<file path="src/rtl/arb_pkg.sv">
// Shared definitions for the 8-requester arbiter: sizes, FSM state encoding,
// the default hold limit and a one-hot helper.
package arb_pkg;

    localparam int N_REQ            = 8;
    localparam int ID_W             = 3;
    localparam int MAX_HOLD_DEFAULT = 15;
    localparam int HOLD_W           = 8;

    typedef enum logic [1:0] {
        IDLE    = 2'd0,
        GRANT   = 2'd1,
        RELEASE = 2'd2
    } arb_state_e;

    function automatic logic [N_REQ-1:0] id_to_onehot(input logic [ID_W-1:0] id);
        logic [N_REQ-1:0] one;
        one = {{(N_REQ-1){1'b0}}, 1'b1};
        return one << id;
    endfunction

endpackage

</file>
<file path="src/rtl/arb_prio_enc.sv">
// Combinational winner search over 8 requests. UPWARD=1 scans upward starting
// just after ptr (round robin); UPWARD=0 scans downward starting at ptr itself.
module arb_prio_enc
    import arb_pkg::*;
#(
    parameter bit UPWARD = 1'b1
) (
    input  logic [N_REQ-1:0] req,
    input  logic [ID_W-1:0]  ptr,
    output logic [ID_W-1:0]  idx,
    output logic             valid
);

    logic [ID_W-1:0] cand;

    always_comb begin
        idx   = '0;
        valid = 1'b0;
        cand  = '0;
        for (int i = 0; i < N_REQ; i++) begin
            // Index arithmetic wraps naturally in ID_W bits (modulo 8).
            if (UPWARD) begin
                cand = ptr + ID_W'(i + 1);
            end else begin
                cand = ptr - ID_W'(i);
            end
            if (!valid && req[cand]) begin
                valid = 1'b1;
                idx   = cand;
            end
        end
    end

endmodule

</file>
<file path="src/rtl/arbiter_8req.sv">
// Eight-requester arbiter with bounded grant length. Define ARB_ROUND_ROBIN_EN
// for round-robin selection; otherwise the highest asserted index wins.
module arbiter_8req
    import arb_pkg::*;
#(
    parameter int N_REQ    = arb_pkg::N_REQ,
    parameter int MAX_HOLD = arb_pkg::MAX_HOLD_DEFAULT
) (
    input  logic             clk,
    input  logic             rst,
    input  logic             e,
    input  logic [N_REQ-1:0] req,
    input  logic             done,
    output logic [N_REQ-1:0] gnt,
    output logic [ID_W-1:0]  gnt_id,
    output logic             gnt_valid,
    output logic             timeout
);

    arb_state_e        state;
    arb_state_e        state_nxt;
    logic [ID_W-1:0]   gnt_id_nxt;
    logic [N_REQ-1:0]  gnt_nxt;
    logic              gnt_valid_nxt;
    logic              timeout_nxt;
    logic [HOLD_W-1:0] hold;
    logic [HOLD_W-1:0] hold_nxt;

    logic [ID_W-1:0]   enc_ptr;
    logic [ID_W-1:0]   win_id;
    logic              win_valid;

    logic              owner_drop;
    logic              hold_hit;

`ifdef ARB_ROUND_ROBIN_EN
    logic [ID_W-1:0]   ptr;
    logic [ID_W-1:0]   ptr_nxt;

    assign enc_ptr = ptr;

    arb_prio_enc #(.UPWARD(1'b1)) u_enc (
        .req   (req),
        .ptr   (enc_ptr),
        .idx   (win_id),
        .valid (win_valid)
    );
`else
    // Downward scan from the top index gives fixed highest-index priority.
    assign enc_ptr = ID_W'(N_REQ - 1);

    arb_prio_enc #(.UPWARD(1'b0)) u_enc (
        .req   (req),
        .ptr   (enc_ptr),
        .idx   (win_id),
        .valid (win_valid)
    );
`endif

    assign owner_drop = !req[gnt_id];
    assign hold_hit   = (hold == HOLD_W'(MAX_HOLD));

    always_comb begin
        state_nxt     = state;
        gnt_id_nxt    = gnt_id;
        gnt_valid_nxt = gnt_valid;
        hold_nxt      = hold;
        timeout_nxt   = 1'b0;
`ifdef ARB_ROUND_ROBIN_EN
        ptr_nxt       = ptr;
`endif
        case (state)
            IDLE: begin
                gnt_id_nxt    = '0;
                gnt_valid_nxt = 1'b0;
                hold_nxt      = '0;
                if (e && win_valid) begin
                    state_nxt     = GRANT;
                    gnt_id_nxt    = win_id;
                    gnt_valid_nxt = 1'b1;
                    hold_nxt      = HOLD_W'(1);
`ifdef ARB_ROUND_ROBIN_EN
                    ptr_nxt       = win_id;
`endif
                end
            end
            GRANT: begin
                if (!e || done || owner_drop || hold_hit) begin
                    state_nxt     = RELEASE;
                    gnt_id_nxt    = '0;
                    gnt_valid_nxt = 1'b0;
                    hold_nxt      = '0;
                    // Flag a forced release only when the hold limit is the sole cause.
                    timeout_nxt   = hold_hit && e && !done && !owner_drop;
                end else begin
                    hold_nxt = hold + HOLD_W'(1);
                end
            end
            RELEASE: begin
                state_nxt     = IDLE;
                gnt_id_nxt    = '0;
                gnt_valid_nxt = 1'b0;
                hold_nxt      = '0;
            end
            default: begin
                state_nxt     = IDLE;
                gnt_id_nxt    = '0;
                gnt_valid_nxt = 1'b0;
                hold_nxt      = '0;
            end
        endcase
        gnt_nxt = gnt_valid_nxt ? id_to_onehot(gnt_id_nxt) : '0;
    end

    always_ff @(posedge clk or posedge rst) begin
        if (rst) begin
            state     <= IDLE;
            gnt       <= '0;
            gnt_id    <= '0;
            gnt_valid <= 1'b0;
            timeout   <= 1'b0;
            hold      <= '0;
        end else begin
            state     <= state_nxt;
            gnt       <= gnt_nxt;
            gnt_id    <= gnt_id_nxt;
            gnt_valid <= gnt_valid_nxt;
            timeout   <= timeout_nxt;
            hold      <= hold_nxt;
        end
    end

`ifdef ARB_ROUND_ROBIN_EN
    // Pointer starts at 7 so the first search after reset begins at index 0.
    always_ff @(posedge clk or posedge rst) begin
        if (rst) begin
            ptr <= ID_W'(N_REQ - 1);
        end else begin
            ptr <= ptr_nxt;
        end
    end
`endif

endmodule

</file>
<file path="config.mk">
export PLATFORM = sky130hd
export DESIGN_NAME = arbiter_8req
export DESIGN_NICKNAME = d
export VERILOG_FILES = /design/src/rtl/arb_pkg.sv /design/src/rtl/arb_prio_enc.sv /design/src/rtl/arbiter_8req.sv
export SDC_FILE = /design/constraint.sdc
export NUM_CORES = 1
export LEC_CHECK = 0
export CAP_MARGIN = 20
export CORE_AREA = 8 8 71 73
export CTS_CLUSTER_DIAMETER = 30
export DETAILED_ROUTE_END_ITERATION = 16
export DIE_AREA = 0 0 79 81
export GPL_TIMING_DRIVEN = 0
export SYNTH_ARGS = -nofsm -noshare
export SYNTH_HDL_FRONTEND = slang
export SYNTH_SLANG_ARGS = --single-unit
export TNS_END_PERCENT = 1
</file>
<file path="constraint.sdc">
create_clock -name clk -period 2.6 [get_ports clk]
set_input_delay 0.65 -clock clk [delete_from_list [all_inputs] [get_ports clk]]
set_output_delay 0.65 -clock clk [all_outputs]
set_load 0.005 [all_outputs]
</file>
* Word-level counts from Yosys, hierarchy flattened
Index checks and enable logic that the tools add are counted.
** Operators by class
- Shifts and indexed selects :: 1
- Magnitude comparators :: 1
- Mux-type cells :: 33
- Reductions and logical operators :: 26
- Add/subtract/negate cells :: 1
- Equality and inequality tests :: 4
** Operators with widths (count)
- two-way mux 3 bit :: 10
- two-way mux 8 bit :: 2
- one-hot mux 8 bit (2 select lines) :: 1
- two-way mux 1 bit :: 14
- logical AND 1 bit :: 11
- logical NOT 1 bit :: 10
- adder 8 x 1 -> 8 bit, second input constant :: 1
- equality test 8 x 4 -> 1 bit, second input constant :: 1
- << shifter 1 x 3 -> 8 bit, first input constant :: 1
- one-hot mux 3 bit (2 select lines) :: 1
- less-than comparator 3 x 4 -> 1 bit, second input constant :: 1
- two-way mux 2 bit :: 2
- inequality test 2 bit, second input constant :: 2
- one-hot mux 2 bit (2 select lines) :: 1
- binary-select mux 1 bit (select 3 bit) :: 1
- logical OR 1 bit :: 3
- equality test 2 x 1 -> 1 bit, second input constant :: 1
- logical NOT 2 bit :: 1
- one-hot mux 1 bit (2 select lines) :: 1
- AND reduction 2 bit :: 1
** Storage, ports and cells
- Input bits :: 12
- Bits in registers :: 23

* Longest topological paths before layout
- Depth after elaboration :: 27
- Mapped depth :: 8
- Gate-level depth less buffers :: 7

* Hierarchy
A second synthesis with hierarchy kept.
** Unflattened totals
- Cell total of the unflattened synthesis :: 212
- Area, all modules :: 2122.0 µm²
** Modules (own cells, without submodules)
- arbiter_8req :: cells an instance 99, area an instance 1072.3 µm², instances 1
- arb_prio_enc :: cells an instance 113, area an instance 1049.8 µm², instances 1

* Least setup slack after synthesis
OpenSTA, ideal clock, no wires.
- Kind :: input to register
- Start :: in req[2]
- End :: reg gnt[6]
- Arrival time :: 1.888 ns
- Data required time :: 2.479 ns
- Buffers on the path :: 1
- Path slack :: 0.591 ns
- Stages :: 7
- Setup time :: 0.121 ns
- Cell sequence :: mux2_4 -> o22ai_1 -> nor4bb_1 -> buf_4 -> a32oi_2 -> inv_1 -> and4_2
** On the way
- Cells in the longest elaborated chain, start to end :: 13
** Ends and longest elaborated chain
- start: declaration :: RTL line arbiter_8req.sv:12 : input logic [N_REQ-1:0] req,
- logical AND 1 bit :: RTL line arb_prio_enc.sv:27 : if (!valid && req[cand]) begin
- two-way mux 1 bit :: RTL line arb_prio_enc.sv:27
- logical NOT 1 bit :: RTL line arb_prio_enc.sv:27
- logical AND 1 bit :: RTL line arb_prio_enc.sv:27
- two-way mux 1 bit :: RTL line arb_prio_enc.sv:27
- logical NOT 1 bit :: RTL line arb_prio_enc.sv:27
- logical AND 1 bit :: RTL line arb_prio_enc.sv:27
- two-way mux 1 bit :: RTL line arb_prio_enc.sv:27
- logical AND 1 bit :: RTL line arbiter_8req.sv:77 : if (e && win_valid) begin
- two-way mux 3 bit :: RTL line arbiter_8req.sv:77
- one-hot mux 3 bit (2 select lines) (*) :: RTL line arbiter_8req.sv:72 : case (state)
- via gnt_id_nxt[1] :: RTL line arbiter_8req.sv:22 : logic [ID_W-1:0] gnt_id_nxt;
- << shifter 1 x 3 -> 8 bit (*) :: RTL line arb_pkg.sv:19 : return one << id;
- two-way mux 8 bit (*) :: RTL line arbiter_8req.sv:112 : gnt_nxt = gnt_valid_nxt ? id_to_onehot(gnt_id_nxt) : '0;
- via gnt_nxt[6] :: RTL line arbiter_8req.sv:23 : logic [N_REQ-1:0] gnt_nxt;
- end signal: assignment :: RTL line arbiter_8req.sv:125 : gnt <= gnt_nxt;
- end: declaration :: RTL line arbiter_8req.sv:14 : output logic [N_REQ-1:0] gnt,
The timed path passes the listed nets; every way through them passes the cells marked *. The select of a mux whose other input is x is not followed.
A chain may end at the register's enable or synchronous reset.

* Worst setup path in the final report
- Start :: in req[5]
- End :: reg gnt[7]
** On the way
- Cells in the longest elaborated chain, start to end :: 22
** Ends and longest elaborated chain (RTL line)
- logical AND 1 bit :: arb_prio_enc.sv:27
- two-way mux 1 bit :: arb_prio_enc.sv:27
- logical NOT 1 bit :: arb_prio_enc.sv:27
- logical AND 1 bit :: arb_prio_enc.sv:27
- two-way mux 1 bit :: arb_prio_enc.sv:27
- logical NOT 1 bit :: arb_prio_enc.sv:27
- logical AND 1 bit :: arb_prio_enc.sv:27
- two-way mux 1 bit :: arb_prio_enc.sv:27
- (+8 left out)
- two-way mux 1 bit :: arb_prio_enc.sv:27
- logical AND 1 bit :: arbiter_8req.sv:77
- two-way mux 3 bit :: arbiter_8req.sv:77
- one-hot mux 3 bit (2 select lines) (*) :: arbiter_8req.sv:72
- via gnt_id_nxt[1] :: arbiter_8req.sv:22
- << shifter 1 x 3 -> 8 bit (*) :: arb_pkg.sv:19
- two-way mux 8 bit (*) :: arbiter_8req.sv:112
- via gnt_nxt[7] :: arbiter_8req.sv:23
Marked as above.

==> impl_metrics.tcl <==
set metrics [dict create \
    syn2layout_area_growth_pct 31.9 \
    grt_pass1_vias 916 \
    ff2ff_path_depth 8 \
    power.total_mw 0.999 \
    critical-path-slowest-cell "clkdlybuf4s50_1" \
    yosysWarningCount 0 \
    peakVddDrop_mv 0.187 \
    status "finished, final reports clean" \
    cts_num_sinks 23 \
    syn_nets 114 \
    drtAntennaViolNets 0 \
    root_buffer "clkbuf_8" \
    regArea_um2 576 \
    postSynth.asyncResetShare 1.00 \
    globalplace.congestion 0.820 \
    die_h_um 81 \
    p_leak_nw 0.635 \
    grt_max_degree 24 \
    slew_headroom 0.431 \
    multi_input_area_um2 542 \
    fillers 407 \
    avgViaCountPerCell 4.75 \
    die-width_um 79 \
    synth_common_cells "23 x dfrtp_1, 10 x nor2_1, 6 x nand2_1" \
    rsz0062_at_grt "false" \
    hold_class "register to register" \
    io_buffers 24 \
    clock_latency_ns 0.26 \
    finalNetCount 143 \
    finalSetupTns_ns 0 \
    rr_endpoint "gnt[7]$_DFF_PP0_" \
    crit_arrival_ns 2.60 \
    syn_inst 101 \
    min_path_cells 1 \
    hold_path_startpoint "hold[0]$_DFF_PP0_" \
    cp_cell_sequence "clkdlybuf4s50_1 > mux2_2 > o22ai_1 > nor4bb_1 > buf_4 > a32oi_4 > inv_1 > and4_2" \
    wl_per_cell_um 14.7 \
    finalSetupViolations 0 \
    hold_path_end "hold[0]$_DFF_PP0_" \
    core_region_area_um2 3910 \
    dieArea_um2 6400 \
    cts.clk_slew.worst_paths_ns 0.08 \
    synth_area_leaders "dfrtp_1 50%, and4_2 3.5%, nor2_1 3.3%" \
    n_antenna_cell 0 \
    slew_viol_final 0 \
    wl_um 2630 \
    dpl.cell_count 175 \
    hold_ws_ns 0.508 \
    place_ws_ns -0.181 \
    synth_edf_count 0 \
    cts_tree "yes" \
    ios 25 \
    synth.distinct_cells 40 \
    finalCritPeriodShare 0.944 \
    grt-ovfl-total 0 \
    final_cells 179 \
    rrSetupSlack_ns 0.45 \
    skew_ns 0.000799 \
    dpl.hpwl_um 1950 \
    critPathLaunchType "input pin" \
    cp_max_fo 8 \
    initial_core_util 0.291 \
    firstDrtPassIters 4 \
    h-tree-depth 1 \
    drive_gt1_frac 0.194 \
    worstReg2RegStart "gnt_id[0]$_DFF_PP0_" \
    maxCapViolCount 0 \
    syn_area_um2 1140 \
    stdcell_area_um2 1500 \
    max_freq_ghz 0.408 \
    timing.final.ws_setup_ns 0.147 \
    route.detailed.drc 0 \
    place_area_um2 1440 \
    critPathCaptureType "register" \
    hold_viol 0 \
    synth_top_area_frac 0.505 \
    yosysMostFrequentCell "dfrtp_1" \
    global_route.usage.total 0.0847 \
    cts_buffers 3 \
    clk_path_buf_depth 2 \
    rows 23 \
    crit_type "input pin to register" \
    first_iter_violations 34 \
    cp.required_ns 2.75 \
    period_needed_ns 2.45 \
    num_vias 851 \
    postCtsSetupBuffers 0 \
    cp_slowest_stage_delay_ns 0.49 \
    antenna_found_initial 0 \
    pwr_density_cell_nw_per_um2 664 \
    utilization 0.384 \
    grt_pass1_wl_um 4360 \
    synth-main-ff-cell "dfrtp_1" \
    yosysTopAreaCell "dfrtp_1" \
    worst_pin_slew_ns 0.852 \
    yosysSeqAreaShare 0.505 \
    avgSynthCellArea_um2 11.3 \
    ys_seq_elements 23 \
]
## cells in the final DEF, fill, tap and decap left out, types with 2 or more instances in the layout
master           synthesis  layout
nor3_1                   2       2
nor4_1                   2       2
xor2_1                   2       2
clkbuf_8                 0       3
dfrtp_1                 23      23
and4_2                   4       4
clkdlybuf4s50_1          0      24
xnor2_1                  4       4
nand2_1                  6       6
or4_1                    2       2
nand2b_1                 4       4
and3_2                   2       2
nand3_1                  4       4
nor4_2                   3       3
mux2i_1                  2       2
nor2_1                  10      10
and3_1                   2       2
inv_1                    4       4
buf_4                    2       2
## cells by family after synthesis
| kind of cell | share of synthesized area |
|---|---|
| mux | 0.0406 |
| flops | 0.505 |
| compound gates | 0.103 |
| buf+inv | 0.0340 |
| simple gates | 0.260 |
| fa+ha+maj | 0.0110 |
| xor+xnor | 0.0461 |
## power breakdown
| group | internal, mW | switching (mW) | total [mW] |
|---|---|---|---|
| combinational | 0.172 | 0.174 | 0.346 |
| clock | 0.109 | 0.105 | 0.214 |
| sequential | 0.405 | 0.0346 | 0.440 |
| total | 0.686 | 0.313 | 0.999 |
## sequential cells by signal, summed over array words and instances, names as in the netlist
| signal | count |
|---|---|
| gnt_id | 3 |
| gnt | 8 |
| gnt_valid | 1 |
| hold | 8 |
| state | 2 |
| timeout | 1 |
## worst max path at each step
stage	startpoint	depth (start not counted)	to	slack (ns)
floorplan	req[2]	7	gnt[6]$_DFF_PP0_	0.59
global placement	req[5]	6	gnt[3]$_DFF_PP0_	-0.13
detailed placement	req[5]	8	gnt[7]$_DFF_PP0_	-0.18
CTS	req[5]	6	gnt[3]$_DFF_PP0_	0.08
global route	req[5]	6	gnt[3]$_DFF_PP0_	0.04
finish	req[5]	8	gnt[7]$_DFF_PP0_	0.15
## final cells by class
type | count | area share
flip-flops and latches | 23 | 0.383
multi-input cells | 70 | 0.360
repair buffers | 24 | 0.160
well taps | 50 | 0.0416
clock buffers | 4 | 0.0300
plain buffers | 3 | 0.0133
inverters | 5 | 0.0125
## worst max-delay path: cells and delay by family
family / cells / cell delay, ns
AND/OR/NAND/NOR: 2 / 0.32
AO/OA/AOI/OAI: 2 / 0.49
buffers and inverters: 3 / 0.84
multiplexers: 1 / 0.30
## timing repair
| item | in CTS | in global routing |
|---|---|---|
| gates resized for setup | 0 | 2 |
| hold buffers | 0 | 0 |
| endpoints found under the setup margin | 0 | 9 |
| hold endpoints to repair | 0 | 0 |
## layer usage
| metal | track usage | up-vias | share of wire |
|---|---|---|---|
| met5 | 0 | - | 0 |
| met4 | 0.0481 | 0 | 0.017 |
| met3 | 0.0188 | 2 | 0.050 |
| met2 | 0.134 | 18 | 0.48 |
| met1 | 0.105 | 410 | 0.46 |
| li1 | - | 421 | - |
(Power assumes the default switching activity.)
